**config.mk**
```make
export PLATFORM = sky130hd
export DESIGN_NAME = btb_predictor
export DESIGN_NICKNAME = d
export VERILOG_FILES = /design/src/rtl/btb_pkg.sv /design/src/rtl/btb_predictor_lru.sv /design/src/rtl/btb_predictor.sv
export SDC_FILE = /design/constraint.sdc
export NUM_CORES = 1
export LEC_CHECK = 0
export CAP_MARGIN = 25
export CORE_UTILIZATION = 62
export CTS_CLUSTER_SIZE = 10
export DETAILED_ROUTE_END_ITERATION = 7
export PLACE_DENSITY = 0.91
export SLEW_MARGIN = 20
export SYNTH_ARGS = -nofsm -noshare
export SYNTH_HDL_FRONTEND = slang
export SYNTH_SLANG_ARGS = --single-unit
export TNS_END_PERCENT = 100
```
**constraint.sdc**
```tcl
create_clock -name clk -period 12.5 [get_ports clk]
set_input_delay 2.5 -clock clk [delete_from_list [all_inputs] [get_ports clk]]
set_output_delay 2.5 -clock clk [all_outputs]
set_load 0.03 [all_outputs]
```
**src/rtl/btb_pkg.sv**
```systemverilog
// Shared types, constants and counter helpers for the branch target buffer.
package btb_pkg;

    localparam int BTB_W_PC     = 8;
    localparam int BTB_W_BTA    = 32;
    localparam int BTB_CTR_BITS = 2;

    // Entry layout at the default widths; the top re-declares it from its own
    // parameters so that width overrides stay consistent.
    typedef struct packed {
        logic                    valid;
        logic [BTB_W_PC-1:0]     tag;
        logic [BTB_W_BTA-1:0]    target;
        logic [BTB_CTR_BITS-1:0] ctr;
    } btb_entry_t;

    // Weakly-taken counter value at the default width.
    localparam logic [BTB_CTR_BITS-1:0] CTR_WEAK_TAKEN = 2'b10;

    // Weakly-taken value for an arbitrary counter width: MSB set, rest clear.
    function automatic logic [31:0] ctr_weak_taken(input int unsigned bits);
        return 32'd1 << (bits - 1);
    endfunction

    // Saturating increment of a bits-wide counter held in the low bits of v.
    function automatic logic [31:0] ctr_sat_inc(input logic [31:0] v, input int unsigned bits);
        logic [63:0] maxv;
        maxv = (64'd1 << bits) - 64'd1;
        if ({32'd0, v} >= maxv)
            return v;
        return v + 32'd1;
    endfunction

    // Saturating decrement, floored at zero.
    function automatic logic [31:0] ctr_sat_dec(input logic [31:0] v);
        if (v == 32'd0)
            return v;
        return v - 32'd1;
    endfunction

endpackage

```
**src/rtl/btb_predictor_lru.sv**
```systemverilog
// True-LRU age tracker: keeps a permutation of ages 0..N-1 and picks the
// allocation victim (lowest invalid entry, else the oldest entry).
module btb_lru
    import btb_pkg::*;
#(
    parameter int N_ENTRIES = 4,
    localparam int AW = $clog2(N_ENTRIES)
) (
    input  logic                   clk,
    input  logic                   reset,
    input  logic                   touch_en,
    input  logic [AW-1:0]          touch_idx,
    input  logic                   alloc_req,
    input  logic [N_ENTRIES-1:0]   valid,
    output logic [AW-1:0]          victim_idx,
    output logic [N_ENTRIES*AW-1:0] ages
);

    logic [AW-1:0] age [N_ENTRIES];
    logic [AW-1:0] sel_idx;
    logic          do_touch;
    logic          found_invalid;

    // Victim: first invalid entry wins; with all valid, the entry aged N-1.
    always_comb begin
        victim_idx    = '0;
        found_invalid = 1'b0;
        for (int unsigned i = 0; i < N_ENTRIES; i++) begin
            if (age[i] == AW'(N_ENTRIES - 1))
                victim_idx = AW'(i);
        end
        for (int unsigned i = 0; i < N_ENTRIES; i++) begin
            if (!found_invalid && !valid[i]) begin
                victim_idx    = AW'(i);
                found_invalid = 1'b1;
            end
        end
    end

    // An allocation touches its own victim; otherwise touch the hit entry.
    always_comb begin
        do_touch = touch_en | alloc_req;
        sel_idx  = alloc_req ? victim_idx : touch_idx;
    end

    // Age update: younger entries than the touched one age by one, touched becomes 0.
    always_ff @(posedge clk or posedge reset) begin
        if (reset) begin
            for (int unsigned i = 0; i < N_ENTRIES; i++)
                age[i] <= AW'(i);
        end else if (do_touch) begin
            for (int unsigned i = 0; i < N_ENTRIES; i++) begin
                if (AW'(i) == sel_idx)
                    age[i] <= '0;
                else if (age[i] < age[sel_idx])
                    age[i] <= age[i] + 1'b1;
            end
        end
    end

    // Flatten ages for observation by the parent.
    always_comb begin
        ages = '0;
        for (int unsigned i = 0; i < N_ENTRIES; i++)
            ages[i*AW +: AW] = age[i];
    end

endmodule

```
**src/rtl/btb_predictor.sv**
```systemverilog
// Fully-associative branch target buffer with saturating direction counters
// and true-LRU replacement. Optional statistics counters under BTB_STATS_EN.
module btb_predictor
    import btb_pkg::*;
#(
    parameter int W_PC      = 8,
    parameter int W_BTA     = 32,
    parameter int N_ENTRIES = 4,
    parameter int CTR_BITS  = 2
) (
    input  logic             clk,
    input  logic             reset,
    input  logic             flush,
    input  logic [W_PC-1:0]  pc,
    output logic             hit,
    output logic [W_BTA-1:0] bta,
    output logic             pred_taken,
    input  logic             upd_valid,
    input  logic [W_PC-1:0]  upd_pc,
    input  logic [W_BTA-1:0] upd_target,
    input  logic             upd_taken
`ifdef BTB_STATS_EN
    ,
    output logic [31:0]      stat_lookups,
    output logic [31:0]      stat_hits,
    output logic [31:0]      stat_mispredicts
`endif
);

    localparam int AW = $clog2(N_ENTRIES);

    typedef struct packed {
        logic                valid;
        logic [W_PC-1:0]     tag;
        logic [W_BTA-1:0]    target;
        logic [CTR_BITS-1:0] ctr;
    } entry_t;

    entry_t                 ent [N_ENTRIES];
    logic [N_ENTRIES-1:0]   valid_vec;
    logic                   upd_hit;
    logic [AW-1:0]          upd_idx;
    logic                   touch_en;
    logic                   alloc_req;
    logic [AW-1:0]          victim_idx;
    logic [N_ENTRIES*AW-1:0] lru_ages;
    logic [CTR_BITS-1:0]    ctr_nxt;
    logic [CTR_BITS-1:0]    ctr_init;
    logic [N_ENTRIES-1:0]   age_seen;
    logic                   ages_ok;

    // Fetch lookup against registered state only; no same-cycle bypass.
    always_comb begin
        hit        = 1'b0;
        bta        = '0;
        pred_taken = 1'b0;
        for (int unsigned i = 0; i < N_ENTRIES; i++) begin
            if (ent[i].valid && ent[i].tag == pc) begin
                hit        = 1'b1;
                bta        = ent[i].target;
                pred_taken = ent[i].ctr[CTR_BITS-1];
            end
        end
    end

    // Match the resolved branch against the table and derive the update action.
    always_comb begin
        upd_hit = 1'b0;
        upd_idx = '0;
        for (int unsigned i = 0; i < N_ENTRIES; i++) begin
            valid_vec[i] = ent[i].valid;
            if (ent[i].valid && ent[i].tag == upd_pc) begin
                upd_hit = 1'b1;
                upd_idx = AW'(i);
            end
        end
        touch_en  = upd_valid & ~flush & upd_hit;
        alloc_req = upd_valid & ~flush & ~upd_hit & upd_taken;
        ctr_init  = CTR_BITS'(ctr_weak_taken(CTR_BITS));
        if (upd_taken)
            ctr_nxt = CTR_BITS'(ctr_sat_inc(32'(ent[upd_idx].ctr), CTR_BITS));
        else
            ctr_nxt = CTR_BITS'(ctr_sat_dec(32'(ent[upd_idx].ctr)));
    end

    btb_lru #(
        .N_ENTRIES (N_ENTRIES)
    ) u_lru (
        .clk        (clk),
        .reset      (reset),
        .touch_en   (touch_en),
        .touch_idx  (upd_idx),
        .alloc_req  (alloc_req),
        .valid      (valid_vec),
        .victim_idx (victim_idx),
        .ages       (lru_ages)
    );

    // Entry storage: reset clears, flush invalidates, updates train or allocate.
    always_ff @(posedge clk or posedge reset) begin
        if (reset) begin
            for (int unsigned i = 0; i < N_ENTRIES; i++)
                ent[i] <= '0;
        end else if (flush) begin
            for (int unsigned i = 0; i < N_ENTRIES; i++)
                ent[i].valid <= 1'b0;
        end else if (touch_en) begin
            ent[upd_idx].target <= upd_target;
            ent[upd_idx].ctr    <= ctr_nxt;
        end else if (alloc_req) begin
            ent[victim_idx].valid  <= 1'b1;
            ent[victim_idx].tag    <= upd_pc;
            ent[victim_idx].target <= upd_target;
            ent[victim_idx].ctr    <= ctr_init;
        end
    end

    // Ages must always be a permutation of 0..N-1.
    always_comb begin
        age_seen = '0;
        for (int unsigned i = 0; i < N_ENTRIES; i++)
            age_seen[lru_ages[i*AW +: AW]] = 1'b1;
        ages_ok = &age_seen;
    end

    // Guard the LRU invariant during simulation.
    always_ff @(posedge clk) begin
        if (!reset)
            assert (ages_ok);
    end

`ifdef BTB_STATS_EN
    logic upd_pred;

    // Prediction the fetch side would have made for the resolved branch.
    always_comb begin
        upd_pred = upd_hit & ent[upd_idx].ctr[CTR_BITS-1];
    end

    // Statistics: survive flush, cleared only by reset, wrap naturally.
    always_ff @(posedge clk or posedge reset) begin
        if (reset) begin
            stat_lookups     <= '0;
            stat_hits        <= '0;
            stat_mispredicts <= '0;
        end else if (upd_valid) begin
            stat_lookups <= stat_lookups + 32'd1;
            if (upd_hit)
                stat_hits <= stat_hits + 32'd1;
            if (upd_pred != upd_taken)
                stat_mispredicts <= stat_mispredicts + 32'd1;
        end
    end
`endif

endmodule

```
After elaboration in Yosys (flattened, before gate mapping):

Index checks and enable logic that the tools add are counted.

* bits in registers: 180
* input port bits: 53
* output and inout port bits: 34
* logic and storage cells: 168

* add/sub/neg operators: 6
* magnitude comparators: 10
* eq/ne operators: 14
* muxes and demuxes: 77
* bitwise operators: 10
* reductions and logical operators: 31

Operators with widths (number)
* bitwise mux 172 bit: 6
* demux 43 bit (select 2 bit): 6
* two-way mux 172 bit: 2
* two-way mux 32 bit: 4
* binary-select mux 43 bit (select 2 bit): 1
* two-way mux 34 bit: 2
* == test 8 bit: 8
* two-way mux 2 bit: 28
* two-way mux 43 bit: 1
* two-way mux 42 bit: 1
* two-way mux 1 bit: 25
* logical AND 1 bit: 13
* adder 2 x 1 -> 2 bit (second input constant): 5
* AND reduction 2 bit: 5
* nonzero test 2 bit: 5
* greater-or-equal comparator 3 bit (second input constant): 3
* inverter 2 -> 3 bit: 3
* less-than comparator 2 bit: 4
* == test 2 bit (second input constant): 3
* less-than comparator 3 x 1 -> 1 bit (second input constant): 2
* zero test 1 bit: 5
* bitwise AND 1 bit: 4
* binary-select mux 2 bit (select 2 bit): 1
* == test 2 bit (first input constant): 2
* 7 further kinds: 9

Longest topological paths before layout:

Gate-level depths: netlist of run 1.

* depth in word-level cells: 21
* depth in mapped cells: 12
* depth with buffers taken out: 10

By module:

From an unflattened synthesis of run 1, not the netlist that was laid out.

* cells, all modules: 888
* area, all modules: 9719.3 µm²

Modules (own cells, without submodules)
* btb_predictor: times used 1, cells each 764, area an instance 8699.6 µm², seq. area each 4304.1 µm²
* btb_lru: times used 1, cells each 124, area an instance 1019.7 µm², seq. area each 205.2 µm²

Worst setup path before layout of run 1:

OpenSTA, ideal clock, no wires.

* kind: in2out
* start: in pc[2]
* end: out bta[10]
* data arrival time: 4.841 ns
* required time: 10.000 ns
* slack: 5.159 ns
* cell stages on the path: 9
* path buffers: 2
* path through: clkbuf_1 xnor2_1 nand4_1 nor4_1 clkbuf_1 a22oi_1 nor2_1 a21oi_1 o21ai_0

* longest elaborated chain between the ends: 6
* elaborated cells on any way between the ends: 12
* those cells by class: eq/ne: 4; mux: 4; reduce/logical: 4

Ends and longest elaborated chain
* from (decl): line btb_predictor.sv:14 `input logic [W_PC-1:0] pc,`
* == test 8 bit: line btb_predictor.sv:58 `if (ent[i].valid && ent[i].tag == pc) begin`
* logical AND 1 bit: line btb_predictor.sv:58
* two-way mux 32 bit (3 in a row): line btb_predictor.sv:58
* two-way mux 32 bit *: line btb_predictor.sv:58
* to (decl): line btb_predictor.sv:16 `output logic [W_BTA-1:0] bta,`

Every way passes the cells marked *; elsewhere a longest branch is shown, timed or not.

Final worst setup path of run 1:

* start: in pc[6]
* end: out bta[27]

Same word-level chain as after synthesis.

==> flow_summary.json, run 1 <==
{
  "gp_congestion": 0.885,
  "yosysWarningCount": 0,
  "worst_hold_path_type": "reg -> reg",
  "synth_xor_xnor_area_share_pct": 6.51,
  "critical_path_arrival_ps": 5720,
  "synth_area_in_compound_gates_pct": 10.1,
  "setup_tns_ps": 0,
  "cell_area_after_layout_sq_mm": 0.0106,
  "irDropWorstVdd_uv": 139,
  "vertical_die_dimension_um": 122,
  "synthesized_instance_count": 771,
  "switching_power_mw": 0.385,
  "cellLeakagePower_nw": 4.62,
  "drt-total-wl_um": 21500,
  "synth_edf_count": 0,
  "clkTransAtPathRegs_ps": 60,
  "min_delay_worst_endpoint": "ent[133]",
  "async_reset_ff_share_pct": 100,
  "hold_viol_final": 0,
  "timing.clock.skew_ps": 9.04,
  "coreArea_sq_mm": 0.0140,
  "worst_slew_pin_slew_ps": 1030,
  "htreeDepth": 4,
  "cp_slowest_cell": "sky130_fd_sc_hd__clkdlybuf4s50_1",
  "synth-adder-area-share_pct": 0.642,
  "antenna_found_initial": 0,
  "power_frac_clock_pct": 38.1,
  "worstSetupPathType": "in -> out",
  "ctsRootBufferMaster": "sky130_fd_sc_hd__clkbuf_16",
  "via_count": 6468,
  "number_of_primary_i_o_pins": 87,
  "design.die.area_sq_mm": 0.0149,
  "clk_latency_ps": 440,
  "ys_dominant_reg_cell": "sky130_fd_sc_hd__dfrtp_1",
  "layout.cells.most_common": "sky130_fd_sc_hd__dfrtp_1",
  "timing.max_cap.violations": 0,
  "synth_area_sq_mm": 0.00896,
  "wl_per_cell_um": 20.8,
  "clock_tree_from_tritoncts": "yes",
  "slew_viol_final": 0,
  "r2r-end": "ent[12]",
  "final_layout_size_suffix_gt1_share_pct": 26.7,
  "r2r_start": "u_lru.ages[6]",
  "power.switching_fraction_pct": 25.4,
  "post_cts_resize_count": 0,
  "grt_start_max_net_pins": 83,
  "final_cell_count_no_fill": 1033,
  "layout-area-overhead-vs-synth_pct": 18.6,
  "grt.total_usage_pct": 30.3,
  "start_util_pct": 64.0,
  "die_width_um": 122,
  "powerDensity_mw_per_mm2": 143,
  "share_seq_of_total_power_pct": 48.4,
  "setup_violations": 0,
  "via_per_instance_ratio": 6.26,
  "place.port_buffers": 86,
  "ff2ff_path_depth": 10,
  "period_share_pct": 65.7,
  "remaining_drc_errors": 0,
  "synth_fp_nets": 827,
  "final_net_count": 896,
  "cts_hold_buffers_added": 0,
  "finalWorstPathRequiredPeriod_ps": 8220,
  "drt_pre_antenna_iters": 5,
  "startpoint_type": "primary input",
  "simple_gate_share_of_the_synthesized_area_pct": 7.74,
  "run_status": "finished clean",
  "commonest_non_fill_non_tap_cells_in_the_layout": "sky130_fd_sc_hd__dfrtp_1, sky130_fd_sc_hd__mux2_2, sky130_fd_sc_hd__clkdlybuf4s50_1, sky130_fd_sc_hd__nand2_1, sky130_fd_sc_hd__o21ai_0",
  "max-slew-margin-rel_pct": 30.9,
  "timing.critical_path.fanout_max": 35,
  "synth.lib_cells_used.distinct": 53,
  "placementRows": 43,
  "internal_cell_power_mw": 1.13,
  "critical_path_required_time_ps": 10000,
  "dp.final_hpwl_um": 13500,
  "flip_flop_and_latch_count_after_synthesis": 180,
  "pwr-share-comb_pct": 13.5,
  "max_clock_freq_mhz": 122,
  "worst_setup_ep_type": "output pin",
  "post_cts.repair.setup_buffers": 0,
  "max_stage_delay_ps": 640,
  "drt_iter0_drc": 530,
  "synth.yosys.seq_area_share_pct": 50.3,
  "grt_pass1_vias": 6790,
  "crit_start": "pc[6]",
  "cts_buffers": 17,
  "worst-r2r-setup-slack_ps": 8860,
  "antennaDiodeCount": 0,
  "synth_top_family_by_area": "multiplexers",
  "power.total_mw": 1.52,
  "placed_cells_incl_taps": 998,
  "clk_sinks": 180,
  "rsz_0062_raised_after_global_routing": "false",
  "hold_path_startpoint": "ent[133]",
  "clockBufferDepth": 2,
  "worst_hold_path.num_cells": 1,
  "cp_cell_sequence": "clkdlybuf4s50_1, xnor2_1, nand3_1, nor4_2, buf_4, nor2_2, buf_4, a22oi_1, nor2_1, a21oi_1, o21ai_0, clkdlybuf4s50_1",
  "grt.overflow.total": 0,
  "synth.avg_cell_area_sq_um": 11.6,
  "post_synth_mux_area_share_pct": 21.6,
  "detailed_place.area_sq_mm": 0.00992,
  "ant_nets": 0,
  "global_route_wire_length_before_repair_um": 34200
}
[worst max-delay path by stage]
stage,end,slack (ps),cells after the start
final,bta[27],4280,12
after global routing,pred_taken,4120,12
after CTS,bta[8],4310,12
after detailed placement,bta[23],4380,12
after global placement,bta[14],4500,12
after floorplan,ent[0],5120,1
[layer usage]
layer | vias to the layer above | share of wire [%] | track usage [%]
li1 | 2900 | - | -
met1 | 3286 | 42 | 39.5
met2 | 228 | 50 | 49.4
met3 | 54 | 4.7 | 5.43
met4 | 0 | 2.8 | 13.7
met5 | - | 0 | 0
[stage by stage]
stage                     utilization (%)  worst slack (ps)  hold slack, ps
after floorplan                         -              5120             474
after global placement               70.9              4500             487
after detailed placement             70.9              4380             494
after CTS                            75.5              4310             508
after global routing                 76.0              4120             518
final                                76.0              4280             507
[power groups by stage]
stage                     Clock (mW)  Combinational (mW)  Sequential (mW)
after floorplan                    0               0.147            0.721
after global placement             0               0.186            0.730
after detailed placement           0               0.198            0.741
after CTS                      0.582               0.201            0.732
after global routing           0.605               0.221            0.743
final                          0.579               0.205            0.735
[layout make-up]
type	count	area, sq um
tap	180	225
clock buffer	21	470
fill	825	3360
multi-input combinational	533	4220
sequential	180	4510
inverter	12	50.0
clock inverter	11	173
timing repair buffer	96	980
[flip-flops by register name, indices dropped and copies added, names as in the netlist]
name        count
ent           172
u_lru.ages      8
[logic make-up (layout without fill, tap and decap cells)]
group                      count (synthesis)  after routing
buffers and inverters                     58            140
and+or+nand+nor                          143            143
AOI/OAI and AO/OA                        149            149
muxes                                    172            172
adders and majority gates                  5              5
xor gates and xnor gates                  64             64
DFF                                      180            180
[worst max-delay path: cells and delay by family]
kind / cells / cell delay [ps]
buf+inv: 4 / 1990
simple gates: 4 / 530
xor+xnor: 1 / 150
compound gates: 3 / 520
[synthesized netlist by cell type (5+ instances only)]
cell type	number	area (sq um)
sky130_fd_sc_hd__o21ai_0	45	225
sky130_fd_sc_hd__a22oi_1	33	248
sky130_fd_sc_hd__nor2_1	39	146
sky130_fd_sc_hd__mux2_2	161	1810
sky130_fd_sc_hd__xor2_1	17	149
sky130_fd_sc_hd__inv_1	12	45.0
sky130_fd_sc_hd__clkbuf_1	21	78.8
sky130_fd_sc_hd__nand4_1	11	68.8
sky130_fd_sc_hd__nor4_1	5	31.3
sky130_fd_sc_hd__buf_2	15	75.1
sky130_fd_sc_hd__xnor2_1	44	385
sky130_fd_sc_hd__a21oi_1	44	220
sky130_fd_sc_hd__nand2_1	45	169
sky130_fd_sc_hd__o21a_1	5	37.5
sky130_fd_sc_hd__mux2i_1	9	90.1
sky130_fd_sc_hd__nor3_1	9	45.0
sky130_fd_sc_hd__nand3_1	10	50.1
sky130_fd_sc_hd__dfrtp_1	176	4400
Note: power is estimated with default switching activity, not from simulation.
==> run 2: changes to the inputs <==
- CORE_UTILIZATION: 62 -> 52
- PLACE_DENSITY: 0.91 -> 0.82
- clock period: 12.5 -> 7.5 ns (I/O delays scaled with it)
==> run 2 against run 1 <==
Largest power group unchanged. Sequential share of layout area down 0.19 points. Critical path type unchanged. Flip-flop and latch count stayed put. Wire length decreased by 10%. Critical path depth stayed put. Worst setup slack worse by 3000 ps.
==> flow_summary.json, run 2 (synthesized netlist as in run 1, its figures left out) <==
{
  "run_status": "finished clean",
  "max_clock_freq_mhz": 161,
  "place.port_buffers": 86,
  "timing.clock.skew_ps": 18.0,
  "largest_register_ff_count": 172,
  "number_of_cells_on_the_critical_path": 12,
  "coreArea_sq_mm": 0.0167,
  "clkTransAtPathRegs_ps": 70,
  "finish.utilization_pct": 63.9,
  "clk_latency_ps": 440,
  "start_util_pct": 53.6,
  "via_count": 6180,
  "critical_path_arrival_ps": 4700,
  "cts_hold_buffers_added": 0,
  "grt_start_max_net_pins": 68,
  "dp.final_hpwl_um": 12400,
  "fillers": 1263,
  "hold_viol_final": 0,
  "max-slew-margin-rel_pct": 30.8,
  "grt_pass1_vias": 6241,
  "worst_hold_path_type": "reg -> reg",
  "max_flop_register": "ent",
  "grt.total_usage_pct": 23.1,
  "cellLeakagePower_nw": 4.61,
  "powerDensity_mw_per_mm2": 232,
  "cts_buffers": 17,
  "finalWorstPathRequiredPeriod_ps": 6200,
  "antenna_found_initial": 0,
  "ctsRootBufferMaster": "sky130_fd_sc_hd__clkbuf_16",
  "critical_path_required_time_ps": 6000,
  "worstSetupPathType": "in -> out",
  "layout.cells.most_common": "sky130_fd_sc_hd__dfrtp_1",
  "timing.max_cap.violations": 0,
  "layout-area-overhead-vs-synth_pct": 19.2,
  "die_width_um": 133,
  "power.total_mw": 2.48,
  "crit_end": "pred_taken",
  "setup_violations": 0,
  "clockBufferDepth": 2,
  "ant_nets": 0,
  "slew_viol_final": 0,
  "worst-r2r-setup-slack_ps": 3880,
  "cp_cell_sequence": "clkdlybuf4s50_1, xnor2_1, nand3_1, nor4_2, buf_4, nor2_2, buf_4, a22oi_1, nor2_1, a21oi_1, o21ai_0, clkdlybuf4s50_1",
  "startpoint_type": "primary input",
  "final_net_count": 895,
  "drt_iter0_drc": 385,
  "worst_setup_ep_type": "output pin",
  "period_share_pct": 82.7,
  "r2r-end": "ent[139]",
  "r2r_start": "ent[79]",
  "hold_path_startpoint": "ent[102]",
  "drt_pre_antenna_iters": 5,
  "htreeDepth": 4,
  "vertical_die_dimension_um": 133,
  "design.die.area_sq_mm": 0.0178,
  "gp_congestion": 0.870,
  "crit_start": "pc[6]",
  "clock_tree_from_tritoncts": "yes",
  "antennaDiodeCount": 0,
  "number_of_primary_i_o_pins": 87,
  "grt.overflow.total": 0,
  "remaining_drc_errors": 0,
  "global_route_wire_length_before_repair_um": 32300,
  "max_stage_delay_ps": 660,
  "post_cts_resize_count": 0,
  "post_cts.repair.setup_buffers": 0,
  "ff2ff_path_depth": 8,
  "via_per_instance_ratio": 5.76,
  "final_layout_size_suffix_gt1_share_pct": 26.8,
  "drt-total-wl_um": 19400,
  "setup_tns_ps": 0,
  "commonest_non_fill_non_tap_cells_in_the_layout": "sky130_fd_sc_hd__dfrtp_1, sky130_fd_sc_hd__mux2_2, sky130_fd_sc_hd__clkdlybuf4s50_1, sky130_fd_sc_hd__nand2_1, sky130_fd_sc_hd__o21ai_0",
  "cell_area_after_layout_sq_mm": 0.0107,
  "cp_slowest_cell": "sky130_fd_sc_hd__clkdlybuf4s50_1",
  "clk_sinks": 180,
  "worst_slew_pin_slew_ps": 1030,
  "placementRows": 47,
  "cp.buffers_inverters": 4,
  "wl_per_cell_um": 18.1,
  "irDropWorstVdd_uv": 191,
  "detailed_place.area_sq_mm": 0.0100,
  "rsz_0062_raised_after_global_routing": "false",
  "timing.critical_path.fanout_max": 35,
  "hold_ws_ps": 507,
  "timing.critical_path.max_delay_family": "buffers and inverters"
}
run 2: where the power goes:
| part | leakage (nW) | internal [mW] | switching, mW |
|---|---|---|---|
| Sequential | 2.34 | 1.11 | 0.101 |
| Combinational | 1.96 | 0.188 | 0.138 |
| Clock | 0.306 | 0.513 | 0.428 |
run 2: cell type report:
cell class                      count  area (sq um)  area share [%]
Clock buffer                       17           425            3.98
Inverter                           12          50.0           0.469
Multi-Input combinational cell    533          4220            39.5
Tap cell                          220           275            2.58
Sequential cell                   180          4510            42.2
Clock inverter                     15           208            1.95
Timing Repair Buffer               95           988            9.26
run 2: stage by stage:
step	cells	setup WS, ps
2_1_floorplan	771	1120
3_3_place_gp	1037	1410
3_5_place_dp	1039	1370
4_1_cts	1071	1310
5_1_grt	1072	1090
6_report	1072	1300
run 2: worst min-delay path by stage:
| stage | end | slack [ps] | cells past startpoint |
|---|---|---|---|
| finish | ent[102] | 510 | 1 |
| global route | ent[155] | 520 | 1 |
| CTS | ent[102] | 510 | 1 |
| detailed placement | ent[102] | 490 | 1 |
| global placement | ent[151] | 490 | 1 |
| floorplan | ent[129] | 470 | 2 |
run 2: metal layers:
layer / vias to the layer above / GRT usage (%) / share of wire, %
met3: 36 / 4.34 / 4.0
met5: - / 0 / 0
met1: 3088 / 31.3 / 46
met2: 153 / 37.0 / 48
li1: 2903 / - / -
met4: 0 / 8.96 / 2.3
run 2: worst reg2reg max path: stages (launching register included):
cell and delay, ps:
sky130_fd_sc_hd__dfrtp_1 420, sky130_fd_sc_hd__xnor2_1 400, sky130_fd_sc_hd__nand4_1 220, sky130_fd_sc_hd__nor4_4 370, sky130_fd_sc_hd__nor3_1 130, sky130_fd_sc_hd__and2_1 220, sky130_fd_sc_hd__and3_1 420, sky130_fd_sc_hd__nor2_4 890
sky130_fd_sc_hd__mux2_2 430
==> run 3: changes to the inputs <==
- clock period: 7.5 -> 5.06 ns (I/O delays scaled with it)
==> run 3 against run 2 <==
Critical path depth is 2 lower. Cell count is 0.47% higher. Utilization fell by 0.24 points. Clock power is 45% higher. Power grew 47%. Sequential share of layout area up 0.16 points. Clock skew fell by 8.7 ps. First-iteration DRC count up 2.1%.
==> flow_summary.json, run 3 (synthesized netlist as in run 1, its figures left out) <==
{
  "number_of_primary_i_o_pins": 87,
  "clk_sinks": 180,
  "cts_hold_buffers_added": 0,
  "grt.overflow.total": 0,
  "cp_cell_sequence": "clkdlybuf4s50_1, xor2_1, nor4_1, nand4_1, nor2_2, a22oi_1, nor2_1, a21oi_1, o21ai_0, clkdlybuf4s50_1",
  "grt_pass1_vias": 6357,
  "htreeDepth": 4,
  "vertical_die_dimension_um": 133,
  "worst_slew_pin_slew_ps": 1040,
  "pwr-share-comb_pct": 13.4,
  "r2r-end": "u_lru.ages[3]",
  "run_status": "finished clean",
  "max_stage_delay_ps": 700,
  "rsz_0062_raised_after_global_routing": "false",
  "antenna_found_initial": 0,
  "worst_hold_path_type": "reg -> reg",
  "multi_input_comb_area_sq_mm": 0.00422,
  "ctsRootBufferMaster": "sky130_fd_sc_hd__clkbuf_16",
  "worst_hold_path.num_cells": 1,
  "max_clock_freq_mhz": 205,
  "powerDensity_mw_per_mm2": 343,
  "final_layout_size_suffix_gt1_share_pct": 30.5,
  "setup_tns_ps": 0,
  "crit_path_frequent_cell": "sky130_fd_sc_hd__clkdlybuf4s50_1",
  "coreArea_sq_mm": 0.0167,
  "via_per_instance_ratio": 5.67,
  "remaining_drc_errors": 0,
  "clkTransAtPathRegs_ps": 60,
  "final-seq-area_sq_mm": 0.00451,
  "ff2ff_path_depth": 10,
  "hold_path_startpoint": "ent[58]",
  "fillers": 1280,
  "post_cts.repair.setup_buffers": 0,
  "clock_tree_from_tritoncts": "yes",
  "timing.max_cap.violations": 0,
  "finish.utilization_pct": 63.7,
  "max-slew-margin-rel_pct": 30.7,
  "ant_nets": 0,
  "grt.total_usage_pct": 23.0,
  "grt_start_max_net_pins": 181,
  "crit_start": "pc[2]",
  "post_cts_resize_count": 0,
  "worst-r2r-setup-slack_ps": 1590,
  "global_route_wire_length_before_repair_um": 32500,
  "antennaDiodeCount": 0,
  "min_delay_worst_endpoint": "ent[58]",
  "cp.buffers_inverters": 2,
  "setup_violations": 0,
  "r2r_start": "u_lru.ages[6]",
  "timing.clock.skew_ps": 9.31,
  "clk_latency_ps": 430,
  "drt-total-wl_um": 19200,
  "die_width_um": 133,
  "layout.cells.most_common": "sky130_fd_sc_hd__dfrtp_1",
  "startpoint_type": "primary input",
  "timing.critical_path.fanout_max": 8,
  "via_count": 6105,
  "hold_viol_final": 0,
  "gp_congestion": 0.861,
  "cp_slowest_cell": "sky130_fd_sc_hd__clkdlybuf4s50_1",
  "worstSetupPathType": "in -> out",
  "period_share_pct": 96.2,
  "place.port_buffers": 86,
  "design.die.area_sq_mm": 0.0178,
  "dp.final_hpwl_um": 12600,
  "critical_path_arrival_ps": 3860,
  "internal_cell_power_mw": 2.73,
  "placementRows": 47,
  "finalWorstPathRequiredPeriod_ps": 4870,
  "worst_setup_ep_type": "output pin",
  "drt_pre_antenna_iters": 5,
  "cellLeakagePower_nw": 4.69,
  "final_net_count": 902,
  "power.switching_fraction_pct": 25.3,
  "layout-area-overhead-vs-synth_pct": 18.7,
  "drt_iter0_drc": 393,
  "irDropWorstVdd_uv": 283,
  "wl_per_cell_um": 17.8,
  "max_flop_register": "ent",
  "slew_viol_final": 0,
  "cts_buffers": 17,
  "clockBufferDepth": 2,
  "start_util_pct": 53.6,
  "share_seq_of_total_power_pct": 49.3,
  "largest_register_ff_count": 172,
  "critical_path_required_time_ps": 4050,
  "commonest_non_fill_non_tap_cells_in_the_layout": "sky130_fd_sc_hd__dfrtp_1, sky130_fd_sc_hd__mux2_2, sky130_fd_sc_hd__clkdlybuf4s50_1, sky130_fd_sc_hd__nand2_1, sky130_fd_sc_hd__o21ai_0",
  "switching_power_mw": 0.922,
  "power_frac_clock_pct": 37.3,
  "timing.critical_path.max_delay_family": "buffers and inverters"
}
## run 3: layout make-up
| type | count | area share (%) |
|---|---|---|
| clock buffer | 18 | 4.13 |
| clock inverter | 12 | 1.60 |
| inverter | 12 | 0.459 |
| multi-input combinational | 533 | 39.7 |
| sequential | 180 | 42.4 |
| tap | 220 | 2.59 |
| timing repair buffer | 102 | 9.15 |
## run 3: worst max path at each step
stage	to	slack, ps	depth (start not counted)
finish	bta[5]	190	10
global route	bta[0]	50	10
CTS	bta[5]	220	10
detailed placement	bta[5]	230	10
global placement	bta[11]	270	11
floorplan	bta[10]	700	9
## run 3: worst register-to-register path, stage by stage (launching register included)
cell and delay [ps]:
sky130_fd_sc_hd__dfstp_2 580, sky130_fd_sc_hd__ha_1 190, sky130_fd_sc_hd__nand2b_1 150, sky130_fd_sc_hd__o21a_1 320
sky130_fd_sc_hd__o21ai_2 160, sky130_fd_sc_hd__o311ai_0 570, sky130_fd_sc_hd__and2_1 310, sky130_fd_sc_hd__mux2_4 370
sky130_fd_sc_hd__or4_1 510, sky130_fd_sc_hd__a21oi_1 150, sky130_fd_sc_hd__nor3b_1 60
## run 3: power groups by stage
stage               combinational (mW)  sequential, mW  clock [mW]
CTS                              0.493            1.80        1.38
global route                     0.540            1.83        1.43
finish                           0.488            1.80        1.36
global placement                 0.469            1.81           0
floorplan                        0.363            1.78           0
detailed placement               0.489            1.82           0
## run 3: layer usage
metal	up-vias	GRT usage, %	part of all wire (%)
met3	22	3.50	2.7
met4	0	7.45	1.4
met5	-	0	0
met2	120	36.8	48
li1	2903	-	-
met1	3060	32.1	48
## run 3: through the flow
| stage | cell area [sq um] | setup WS (ps) | hold WS (ps) | power, mW | std cells |
|---|---|---|---|---|---|
| after floorplan | 8960 | 695 | 474 | 2.14 | 771 |
| after global placement | 10000 | 270 | 486 | 2.28 | 1046 |
| after detailed placement | 10000 | 233 | 494 | 2.31 | 1046 |
| after CTS | 10600 | 222 | 509 | 3.67 | 1076 |
| after global routing | 10600 | 48.8 | 521 | 3.80 | 1077 |
| final | 10600 | 193 | 507 | 3.65 | 1077 |
